--- config.mk ---
export PLATFORM = sky130hd
export DESIGN_NAME = muldiv_unit
export DESIGN_NICKNAME = d
export VERILOG_FILES = /design/src/rtl/muldiv_pkg.sv /design/src/rtl/muldiv_unit_cond_neg.sv /design/src/rtl/muldiv_unit.sv
export SDC_FILE = /design/constraint.sdc
export NUM_CORES = 1
export LEC_CHECK = 0
export CAP_MARGIN = 20
export CORE_MARGIN = 2
export CORE_UTILIZATION = 40
export DETAILED_ROUTE_END_ITERATION = 6
export DONT_BUFFER_PORTS = 1
export PLACE_DENSITY = 0.61
export SLEW_MARGIN = 20
export SYNTH_ARGS = -nofsm -noshare
export SYNTH_HDL_FRONTEND = slang
export SYNTH_HIERARCHICAL = 1
export SYNTH_SLANG_ARGS = --single-unit
--- constraint.sdc ---
create_clock -name clk -period 14.15 [get_ports clk]
set_input_delay 2.83 -clock clk [delete_from_list [all_inputs] [get_ports clk]]
set_output_delay 2.83 -clock clk [all_outputs]
set_load 0.02 [all_outputs]
--- src/rtl/muldiv_pkg.sv ---
// Shared encodings for the iterative multiply/divide unit: opcodes, FSM states,
// default operand width and counter width.
package muldiv_pkg;
  localparam int XLEN_DEF = 32;
  localparam int CNT_W    = $clog2(XLEN_DEF);

  localparam logic [1:0] OP_MULT  = 2'b00;
  localparam logic [1:0] OP_MULTU = 2'b01;
  localparam logic [1:0] OP_DIV   = 2'b10;
  localparam logic [1:0] OP_DIVU  = 2'b11;

  localparam logic [1:0] ST_IDLE = 2'd0;
  localparam logic [1:0] ST_CALC = 2'd1;
  localparam logic [1:0] ST_FIX  = 2'd2;

  // Even opcodes are the signed variants, the upper bit selects divide.
  function automatic logic op_is_signed(input logic [1:0] op);
    return ~op[0];
  endfunction

  function automatic logic op_is_div(input logic [1:0] op);
    return op[1];
  endfunction
endpackage

--- src/rtl/muldiv_unit_cond_neg.sv ---
// Conditional two's-complement negation, used for operand magnitudes and
// for restoring the sign of product, quotient and remainder.
module cond_neg #(
  parameter int W = 32
) (
  input  logic [W-1:0] in_i,
  input  logic         neg_i,
  output logic [W-1:0] out_o
);
  assign out_o = neg_i ? (-in_i) : in_i;
endmodule

--- src/rtl/muldiv_unit.sv ---
// Iterative MULT/MULTU/DIV/DIVU unit with architectural HI/LO registers.
// One shift-add or restoring-divide step per cycle; busy stalls the pipeline.
module muldiv_unit
  import muldiv_pkg::*;
#(
  parameter int XLEN = XLEN_DEF
) (
  input  logic            clk,
  input  logic            rst,
  input  logic            start,
  input  logic [1:0]      op,
  input  logic [XLEN-1:0] src_a,
  input  logic [XLEN-1:0] src_b,
  input  logic            mthi,
  input  logic            mtlo,
  output logic            busy,
  output logic            done,
  output logic [XLEN-1:0] hi,
  output logic [XLEN-1:0] lo,
  output logic [1:0]      dbg_state
);
  localparam int CW = $clog2(XLEN);
  localparam logic [CW-1:0] CNT_LAST = CW'(XLEN - 1);

  logic [1:0]        state_q, state_d;
  logic [CW-1:0]     cnt_q, cnt_d;
  logic [2*XLEN-1:0] acc_q, acc_d;
  logic [XLEN-1:0]   opnd_q, opnd_d;
  logic              is_div_q, is_div_d;
  logic              neg_a_q, neg_a_d, neg_b_q, neg_b_d;
  logic [XLEN-1:0]   hi_q, hi_d, lo_q, lo_d;
  logic              done_q, done_d;

  logic              sgn_a, sgn_b;
  logic [XLEN-1:0]   mag_a, mag_b;
  logic [XLEN:0]     mul_sum, div_rem, div_trial;
  logic [2*XLEN-1:0] step, prod_fix;
  logic [XLEN-1:0]   quot_fix, rem_fix;
  logic              div_by_zero;

  assign sgn_a = op_is_signed(op) & src_a[XLEN-1];
  assign sgn_b = op_is_signed(op) & src_b[XLEN-1];

  cond_neg #(.W(XLEN)) u_abs_a (.in_i(src_a), .neg_i(sgn_a), .out_o(mag_a));
  cond_neg #(.W(XLEN)) u_abs_b (.in_i(src_b), .neg_i(sgn_b), .out_o(mag_b));

  // Multiply keeps the multiplier in acc low half; divide keeps the dividend there
  // and builds the partial remainder in the high half (one extra bit for the shift).
  assign mul_sum   = {1'b0, acc_q[2*XLEN-1:XLEN]} + {1'b0, opnd_q};
  assign div_rem   = acc_q[2*XLEN-1:XLEN-1];
  assign div_trial = div_rem - {1'b0, opnd_q};

  always_comb begin
    step = acc_q;
    if (is_div_q) begin
      if (!div_trial[XLEN]) step = {div_trial[XLEN-1:0], acc_q[XLEN-2:0], 1'b1};
      else                  step = {acc_q[2*XLEN-2:0], 1'b0};
    end else begin
      if (acc_q[0]) step = {mul_sum, acc_q[XLEN-1:1]};
      else          step = {1'b0, acc_q[2*XLEN-1:1]};
    end
  end

  cond_neg #(.W(2*XLEN)) u_prod_fix (.in_i(acc_q), .neg_i(neg_a_q ^ neg_b_q), .out_o(prod_fix));
  cond_neg #(.W(XLEN)) u_quot_fix (.in_i(acc_q[XLEN-1:0]), .neg_i(neg_a_q ^ neg_b_q),
                                   .out_o(quot_fix));
  cond_neg #(.W(XLEN)) u_rem_fix (.in_i(acc_q[2*XLEN-1:XLEN]), .neg_i(neg_a_q), .out_o(rem_fix));

  // With a zero divisor the remainder path already yields the raw dividend.
  assign div_by_zero = (opnd_q == '0);

  always_comb begin
    state_d  = state_q;
    cnt_d    = cnt_q;
    acc_d    = acc_q;
    opnd_d   = opnd_q;
    is_div_d = is_div_q;
    neg_a_d  = neg_a_q;
    neg_b_d  = neg_b_q;
    hi_d     = hi_q;
    lo_d     = lo_q;
    done_d   = 1'b0;
    case (state_q)
      ST_IDLE: begin
        if (start) begin
          state_d  = ST_CALC;
          cnt_d    = '0;
          acc_d    = {{XLEN{1'b0}}, op_is_div(op) ? mag_a : mag_b};
          opnd_d   = op_is_div(op) ? mag_b : mag_a;
          is_div_d = op_is_div(op);
          neg_a_d  = sgn_a;
          neg_b_d  = sgn_b;
        end else begin
          if (mthi) hi_d = src_a;
          if (mtlo) lo_d = src_a;
        end
      end
      ST_CALC: begin
        acc_d = step;
        if (cnt_q == CNT_LAST) state_d = ST_FIX;
        else                   cnt_d   = cnt_q + CW'(1);
      end
      ST_FIX: begin
        state_d = ST_IDLE;
        done_d  = 1'b1;
        if (is_div_q) begin
          lo_d = div_by_zero ? {XLEN{1'b1}} : quot_fix;
          hi_d = rem_fix;
        end else begin
          {hi_d, lo_d} = prod_fix;
        end
      end
      default: state_d = ST_IDLE;
    endcase
  end

  always_ff @(posedge clk or posedge rst) begin
    if (rst) begin
      state_q  <= ST_IDLE;
      cnt_q    <= '0;
      acc_q    <= '0;
      opnd_q   <= '0;
      is_div_q <= 1'b0;
      neg_a_q  <= 1'b0;
      neg_b_q  <= 1'b0;
      hi_q     <= '0;
      lo_q     <= '0;
      done_q   <= 1'b0;
    end else begin
      state_q  <= state_d;
      cnt_q    <= cnt_d;
      acc_q    <= acc_d;
      opnd_q   <= opnd_d;
      is_div_q <= is_div_d;
      neg_a_q  <= neg_a_d;
      neg_b_q  <= neg_b_d;
      hi_q     <= hi_d;
      lo_q     <= lo_d;
      done_q   <= done_d;
    end
  end

  assign busy      = (state_q == ST_CALC) || (state_q == ST_FIX);
  assign done      = done_q;
  assign hi        = hi_q;
  assign lo        = lo_q;
  assign dbg_state = state_q;
endmodule
; Word-level counts from Yosys, hierarchy flattened
; Cells that the tools add are included.
[word_totals]
ff_bits = 171
elab_cells = 70
[classes]
n_addsub = 8
n_eq_ne = 9
muxes = 28
bitwise = 4
reduce_logical = 11
[op_table]
columns = cell, count
row1 = 32-bit two-way mux, 13
row2 = 64-bit two-way mux, 5
row3 = 32-bit negation, 4
row4 = 32-bit one-hot mux with 2 select lines, 2
row5 = 64-bit one-hot mux with 2 select lines, 1
row6 = 64-bit negation, 1
row7 = 32-bit by 32-bit adder with 33-bit output, 1
row8 = 33-bit by 32-bit subtractor with 33-bit output, 1
row9 = 32-bit logical NOT, 1
row10 = "2-bit inequality test, second input constant", 6
row11 = 5-bit two-way mux, 2
row12 = 5-bit one-hot mux with 2 select lines, 1
row13 = 3-bit AND reduction, 3
row14 = 2-bit AND reduction, 3
row15 = "5-bit by 1-bit adder with 5-bit output, second input constant", 1
row16 = "5-bit == test, second input constant", 1
row17 = 2-bit two-way mux, 2
row18 = 2-bit one-hot mux with 2 select lines, 1
row19 = 2-bit nonzero test, 2
row20 = 1-bit AND, 2
row21 = "2-bit by 1-bit == test with 1-bit output, second input constant", 1
row22 = "2-bit == test, second input constant", 1
row23 = 2-bit logical NOT, 1
row24 = 1-bit logical OR, 1
row25 = 3 further kinds, 3

; Depth between registers and ports, before layout
; Gate-level depths: netlist (run 1).
[logic_depth]
word_depth = 6
depth_mapped = 13
depth_no_buf = 12

; Hierarchy
; The synthesis (run 1) kept the hierarchy.
[by_module_without_submodules]
columns = module, instances, cells_each, area_each_um2, seq_area_each_um2
row1 = muldiv_unit, 1, 1615, 13314.0, 4279.1
row2 = cond_neg at u_abs_a ..., 4, 108, 767.0, 0.0
row3 = cond_neg at u_prod_fix, 1, 198, 1453.9, 0.0

; Worst setup path before layout (run 1)
; OpenSTA, ideal clock, no wires.
[synth_path]
path_kind = input port to flip-flop
startpoint = input src_a[14]
endpoint = register acc_q[30]
arrival_ps = 4930
setup_slack_ps = 9137
cell_stages = 9
path_buffers = 1
path_cell_list = or4_4 or4_4 buf_6 or3_1 o311ai_1 mux2i_1 nor2_1 a21oi_1 o21ai_0
[synth_between]
elab_chain_cells = 5
[synth_rtl]
columns = item, line_no
row1 = "start, declared", muldiv_unit.sv:12  ; input logic [XLEN-1:0] src_a,
row2 = 32-bit negation, muldiv_unit_cond_neg.sv:10  ; assign out_o = neg_i ? (-in_i) : in_i;
row3 = 32-bit two-way mux, muldiv_unit_cond_neg.sv:10
row4 = via mag_a[30], muldiv_unit.sv:35  ; logic [XLEN-1:0] mag_a, mag_b;
row5 = 32-bit two-way mux, muldiv_unit.sv:88  ; acc_d = {{XLEN{1'b0}}, op_is_div(op) ? mag_a : mag_b};
row6 = 64-bit two-way mux, muldiv_unit.sv:85  ; if (start) begin
row7 = 64-bit one-hot mux with 2 select lines, muldiv_unit.sv:83  ; case (state_q)
row8 = "end signal, assigned", muldiv_unit.sv:121  ; acc_q <= '0;
row9 = "end signal, assigned", muldiv_unit.sv:132  ; acc_q <= acc_d;
row10 = "end, declared", muldiv_unit.sv:27  ; logic [2*XLEN-1:0] acc_q, acc_d;
; The timed path passes the listed nets, and every way through them passes these cells. The select of a mux whose other input is x is not followed.
; A chain may end at the register's enable or synchronous reset.

; Final worst setup path (run 1)
[layout_path]
startpoint = input src_a[8]
endpoint = register acc_q[21]
; Same word-level chain as after synthesis.

==> results.cfg, run 1 <==
[outcome]
outcome = finished, final reports clean

[clock_network]
source_to_sink_clock_delay_at_the_later_pin_of_the_worst_skew_pair_ps = 470
cts_root_buffer = clkbuf_16
post-cts-setup-buffers = 0
number_of_buffers_on_the_longest_clock_path = 2
cts.clk_slew.worst_paths_ps = 70
cts_tree = done
cts_hold_repair.buffers = 0
htree_num_levels = 4
cts.sink_count = 171
gates_resized_cts_repair = 0
cts_buffers = 17

[synth]
yosys-top-cells-area = dfrtp_1, xnor2_1, o21ai_0
ys_top_cells_by_count = nand2_1, o21ai_0, xnor2_1, dfrtp_1, nor2_1
syn_inst = 2245
synth.yosys.seq_area_share_pct = 24.0
yosys.cell_count.top_type = nand2_1
synth.largest_area_cell = dfrtp_1
ys_dominant_reg_cell = dfrtp_1
netlist_area_mm2 = 0.0178
synthesis.area_per_instance_um2 = 7.94
yosysWarnings = 6
synth_edf_count = 0
synth_largest_type_area_fraction_pct = 24.0
asyncSetResetFlopFracSynth_pct = 100
yosys.cell_types.count = 82
yosys_reg_bits = 171
net_count_after_synthesis = 2392

[global_route]
wire_length_of_the_first_global_routing_pass_um = 102000
grt_use_total_pct = 28.1
grt_pass1_vias = 16900
grt_max_degree = 100
antenna_found_initial = 2
grt_overflow_total = 0

[setup_path]
regToRegSetupSlack_ps = 9470
r2r_cells = 12
timing.rr.end = acc_q[62]
worst-setup-path-type = in2reg
setup.worst_path.start_class = input port
r2r_start = acc_q[31]
critical_path_required_ps = 14450
worstPathArrival_ps = 5690
setup.worst_path.end_class = register
cp_max_fo = 11

[finish]
n_fill_cell = 4485
nNetsFinal = 2294
final_layout_size_suffix_gt1_share_pct = 7.46
area_growth_syn_to_layout_pct = 5.73

[detailed_routing]
drt_first_iter_violations = 1955
routed_wl_um = 66200
drtPass1Iterations = 5
num_vias = 17600
drtAntennaViolNets = 0
post_route_drc_violation_count = 0
wl_per_cell_um = 24.1
post_drt_via_cell_ratio = 6.42

[timing]
hold_ws_ps = 479
report.final.setup_viol = 0
setup_tns_after_final_layout_ps = 0
worst_clock_skew_ps = 13.9
max_clock_freq_ghz = 0.186
slew_at_the_pin_closest_to_its_max_slew_limit_ps = 1070
maxSlewViolCount = 0
period_minus_slack_ps = 5390
report.final.hold_viol_count = 0
grt_setup_unrepaired = no
timing.final.crit_share_pct = 38.1
timing.slew.headroom_pct = 28.3

[die]
floorplan.core_area_mm2 = 0.0441
count_of_boundary_i_o_pins = 139
floorplan.initialDensity_pct = 40.4
die_w_um = 215
fp.dieArea_mm2 = 0.0463
row_count = 77
fp.dieH_um = 215

[min_path]
timing.hold.worst.start = cnt_q[3]
worstHoldPathType = reg2reg
whs_path_depth = 1
hold-path-endpoint = cnt_q[3]

[placed_design]
io_buffer_count = 0
gp_congestion = 0.946
dp_hpwl_um = 49000

[run]
maxCapViolCount = 0

[power_and_ir_drop]
power_leakage_nw = 7.31
worst_ir_drop_vdd_mv = 0.142
pwr_density_cell_mw_per_mm2 = 264
-- worst max-delay path: stages --
cell	delay, ps
nor4_2	830
nand4b_1	790
o41ai_1	630
xnor2_1	150
mux2i_1	160
nor2_1	60
a21oi_1	140
o21ai_0	90
-- registers in the layout (all words and copies together), names as in the netlist --
register,count
opnd_q,32
lo,32
dbg_state,2
hi,32
is_div_q,1
done,1
neg_a_q,1
acc_q,64
neg_b_q,1
cnt_q,5
-- final cells by class --
cell class              instances  area (µm²)  area share, %
diodes                          1        2.50         0.0133
clock buffers                  17         425           2.26
clock inverters                13         170          0.902
inverters                      73         279           1.48
multi-input cells            1864       12800           67.9
flip-flops and latches        171        4280           22.7
well taps                     592         741           3.93
repair buffers                 20         150          0.796
-- cells in the final DEF, fill, tap and decap left out, drive strengths merged, types with 17 or more instances in the layout --
cell type	n
or4	36
nor4	32
o211ai	18
a21o	25
o41ai	63
xnor2	204
o221ai	35
nand4	23
mux2i	103
o21ai	236
inv	76
or3	25
buf	20
a21oi	143
nor3	28
clkbuf	17
nand3	22
a31oi	45
o31ai	59
dfrtp	171
nor2	157
ha	74
nor2b	17
xor2	20
o211a	17
mux2	50
nand2b	61
nand2	239
-- how the worst max path moves through the flow --
stage,cells past startpoint,slack [ps],startpoint,end
after floorplan,1,6690,rst,acc_q[0]
after global placement,8,8440,src_a[8],acc_q[21]
after detailed placement,8,8480,src_a[8],acc_q[21]
after CTS,8,8960,src_a[8],acc_q[21]
after global routing,8,8770,src_a[8],acc_q[25]
final,8,8760,src_a[8],acc_q[21]
-- per-layer routing --
layer	up-vias	GRT usage [%]	part of all wire, %	wire (µm)
met3	143	6.67	9.6	6370
met1	8565	37.2	42	27900
met5	-	0	0	0
li1	8106	-	-	-
met4	0	10.7	3.5	2340
met2	835	44.4	45	29600
-- cell families (layout without fill, tap and decap cells) --
family                   after synthesis  in the layout  share of synthesized area (%)
other                                  0              1                              0
multiplexers                         153            153                           8.94
XOR/XNOR                             224            224                           11.0
flip-flops                           171            171                           24.0
AND/OR/NAND/NOR                      700            700                           19.8
adder cells (fa/ha/maj)               76             76                           5.42
buffers and inverters                210            123                           4.72
AO/OA/AOI/OAI                        711            711                           26.1
-- through the flow --
stage,cells,cell area (µm²),setup slack [ps],power (mW),util [%]
after floorplan,2245,17800,6690,3.61,-
after global placement,2720,18300,8440,4.34,41.4
after detailed placement,2720,18300,8480,4.40,41.4
after CTS,2750,18900,8960,4.92,42.7
after global routing,2750,18900,8770,5.34,42.7
final,2751,18900,8760,4.97,42.7
-- power by group --
| group | switching (mW) | internal (mW) | total [mW] |
|---|---|---|---|
| clock | 0.228 | 0.278 | 0.506 |
| sequential | 0.638 | 0.709 | 1.35 |
| combinational | 1.78 | 1.34 | 3.12 |
| total | 2.64 | 2.33 | 4.97 |
Power figures use the tool's default switching activity.
==> run 2: changes to the inputs <==
--- a/config.mk
+++ b/config.mk
@@ -10,7 +10,7 @@
 export CORE_UTILIZATION = 40
 export DETAILED_ROUTE_END_ITERATION = 6
 export DONT_BUFFER_PORTS = 1
-export PLACE_DENSITY = 0.61
+export PLACE_DENSITY = 0.63
 export SLEW_MARGIN = 20
 export SYNTH_ARGS = -nofsm -noshare
 export SYNTH_HDL_FRONTEND = slang
==> constraint.sdc (replaced) <==
create_clock -name clk -period 4.9 [get_ports clk]
set_input_delay 0.98 -clock clk [delete_from_list [all_inputs] [get_ports clk]]
set_output_delay 0.98 -clock clk [all_outputs]
set_load 0.02 [all_outputs]
==> run 2 against run 1 <==
Effect of this change:
- the run now ends with DRC left
- sequential power increased to 2.9 times the previous value
- utilization is 0.33 points higher
- worst hold slack worse by 85 ps
- cell area rose by 0.76%
- global-route usage fell by 0.056 points
- combinational power grew to 3.0 times the previous value
- worst setup slack got worse by 7800 ps
- critical path type is now reg2reg
- critical endpoint is now acc_q[61]
==> results.cfg, run 2 (synthesis gave the netlist of run 1 again) <==
[run]
maxCapViolCount = 0

[clock_network]
cts.clk_slew.worst_paths_ps = 80
gates_resized_cts_repair = 0
cts_hold_repair.buffers = 0
cts.sink_count = 171
source_to_sink_clock_delay_at_the_later_pin_of_the_worst_skew_pair_ps = 480
cts_tree = done
cts_buffers = 17
post-cts-setup-buffers = 0
htree_num_levels = 4
cts_root_buffer = clkbuf_16
number_of_buffers_on_the_longest_clock_path = 2

[timing]
timing.slew.headroom_pct = 22.2
report.final.hold_viol_count = 0
max_clock_freq_ghz = 0.252
period_minus_slack_ps = 3970
grt_setup_unrepaired = no
setup_tns_after_final_layout_ps = 0
maxSlewViolCount = 0
report.final.setup_viol = 0
worst_clock_skew_ps = 15.2
slew_at_the_pin_closest_to_its_max_slew_limit_ps = 1160
timing.final.crit_share_pct = 81.1

[outcome]
violations = DRC
outcome = complete, but fails checks

[global_route]
grt_use_total_pct = 28.1
grt_max_degree = 130
wire_length_of_the_first_global_routing_pass_um = 101000
antenna_found_initial = 2
grt_overflow_total = 0
grt_pass1_vias = 16200

[finish]
most_frequent_cells_in_the_layout = nand2_1, o21ai_0, xnor2_1
largest_register_ffs = 64
final_layout_size_suffix_gt1_share_pct = 8.19
most_common_library_cell_in_the_layout_ignoring_fill_and_taps = nand2_1
layout.cell_area.non_filler_mm2 = 0.0190
nNetsFinal = 2308
area_growth_syn_to_layout_pct = 6.54
postLayoutCoreUtil_pct = 43.1
regMostFlops = acc_q

[setup_path]
worst-setup-path-type = reg2reg
cp_max_fo = 26
setup.worst_path.end_class = register
setup.worst_path.start_class = register
worstPathArrival_ps = 4340
critical_path_required_ps = 5270

[die]
fp.dieH_um = 215
floorplan.initialDensity_pct = 40.4
die_w_um = 215
row_count = 77
count_of_boundary_i_o_pins = 139
floorplan.core_area_mm2 = 0.0441
fp.dieArea_mm2 = 0.0463

[power_and_ir_drop]
power_leakage_nw = 7.39
worst_ir_drop_vdd_mv = 0.373
total_power_mw = 14.6
pwr_density_cell_mw_per_mm2 = 767

[detailed_routing]
drtAntennaViolNets = 0
num_vias = 17500
post_drt_via_cell_ratio = 6.33
drt_first_iter_violations = 2007
post_route_drc_violation_count = 4
drtPass1Iterations = 7
wl_per_cell_um = 24.0
routed_wl_um = 66400

[placed_design]
post_placement_cell_area_mm2 = 0.0184
dp_hpwl_um = 49900
gp_congestion = 0.993
io_buffer_count = 0

[min_path]
worstHoldPathType = in2async
[run 2: critical path, cell delays in order (launching register included)]
cell      delay, ps
dfrtp_1         490
inv_1           110
ha_1            250
fa_1            390
nand2b_1        220
a21oi_1         270
o21bai_1        210
a211o_1         360
and3_4          200
o21ai_4         260
nand2_4         270
or4_1           600
a32o_1          230
[run 2: power breakdown]
part	leakage [nW]	internal, mW	total, mW	switching (mW)
combinational	5.04	3.94	9.26	5.32
clock	0.297	0.746	1.47	0.729
sequential	2.05	2.05	3.85	1.80
[run 2: area by class of cell]
| cell class | count | area, µm² |
|---|---|---|
| clock buffer | 18 | 439 |
| multi-input combinational | 1864 | 12800 |
| sequential | 171 | 4280 |
| clock inverter | 14 | 170 |
| timing repair buffer | 34 | 284 |
| inverter | 73 | 278 |
| tap | 592 | 741 |
| fill | 4457 | 25100 |
| antenna | 1 | 2.50 |
[run 2: layer usage]
metal  GRT usage, %  wire length, µm
met5              0                0
met4           11.3             2580
met3           7.15             6520
met2           42.7            28700
met1           37.9            28600
[run 2: worst paths after layout]
path / start / end / slack (ps) / depth (start not counted)
worst max-delay path: acc_q[31] / acc_q[61] / 930 / 12
worst min-delay path: rst / acc_q[44] / 390 / 1
worst max register to register: acc_q[31] / acc_q[61] / 930 / 12
worst min register to register: cnt_q[3] / cnt_q[3] / 480 / 1
max in group asynchronous: rst / lo[17] / 3410 / 2
min in group clk: cnt_q[3] / cnt_q[3] / 480 / 1
[run 2: per-stage QoR]
step | worst slack [ps] | std cells | hold WS (ps)
after floorplan | 1650 | 2245 | 438
after global placement | 1080 | 2734 | 455
after detailed placement | 1030 | 2734 | 469
after CTS | 1000 | 2766 | 394
after global routing | 734 | 2767 | 416
final | 928 | 2767 | 394
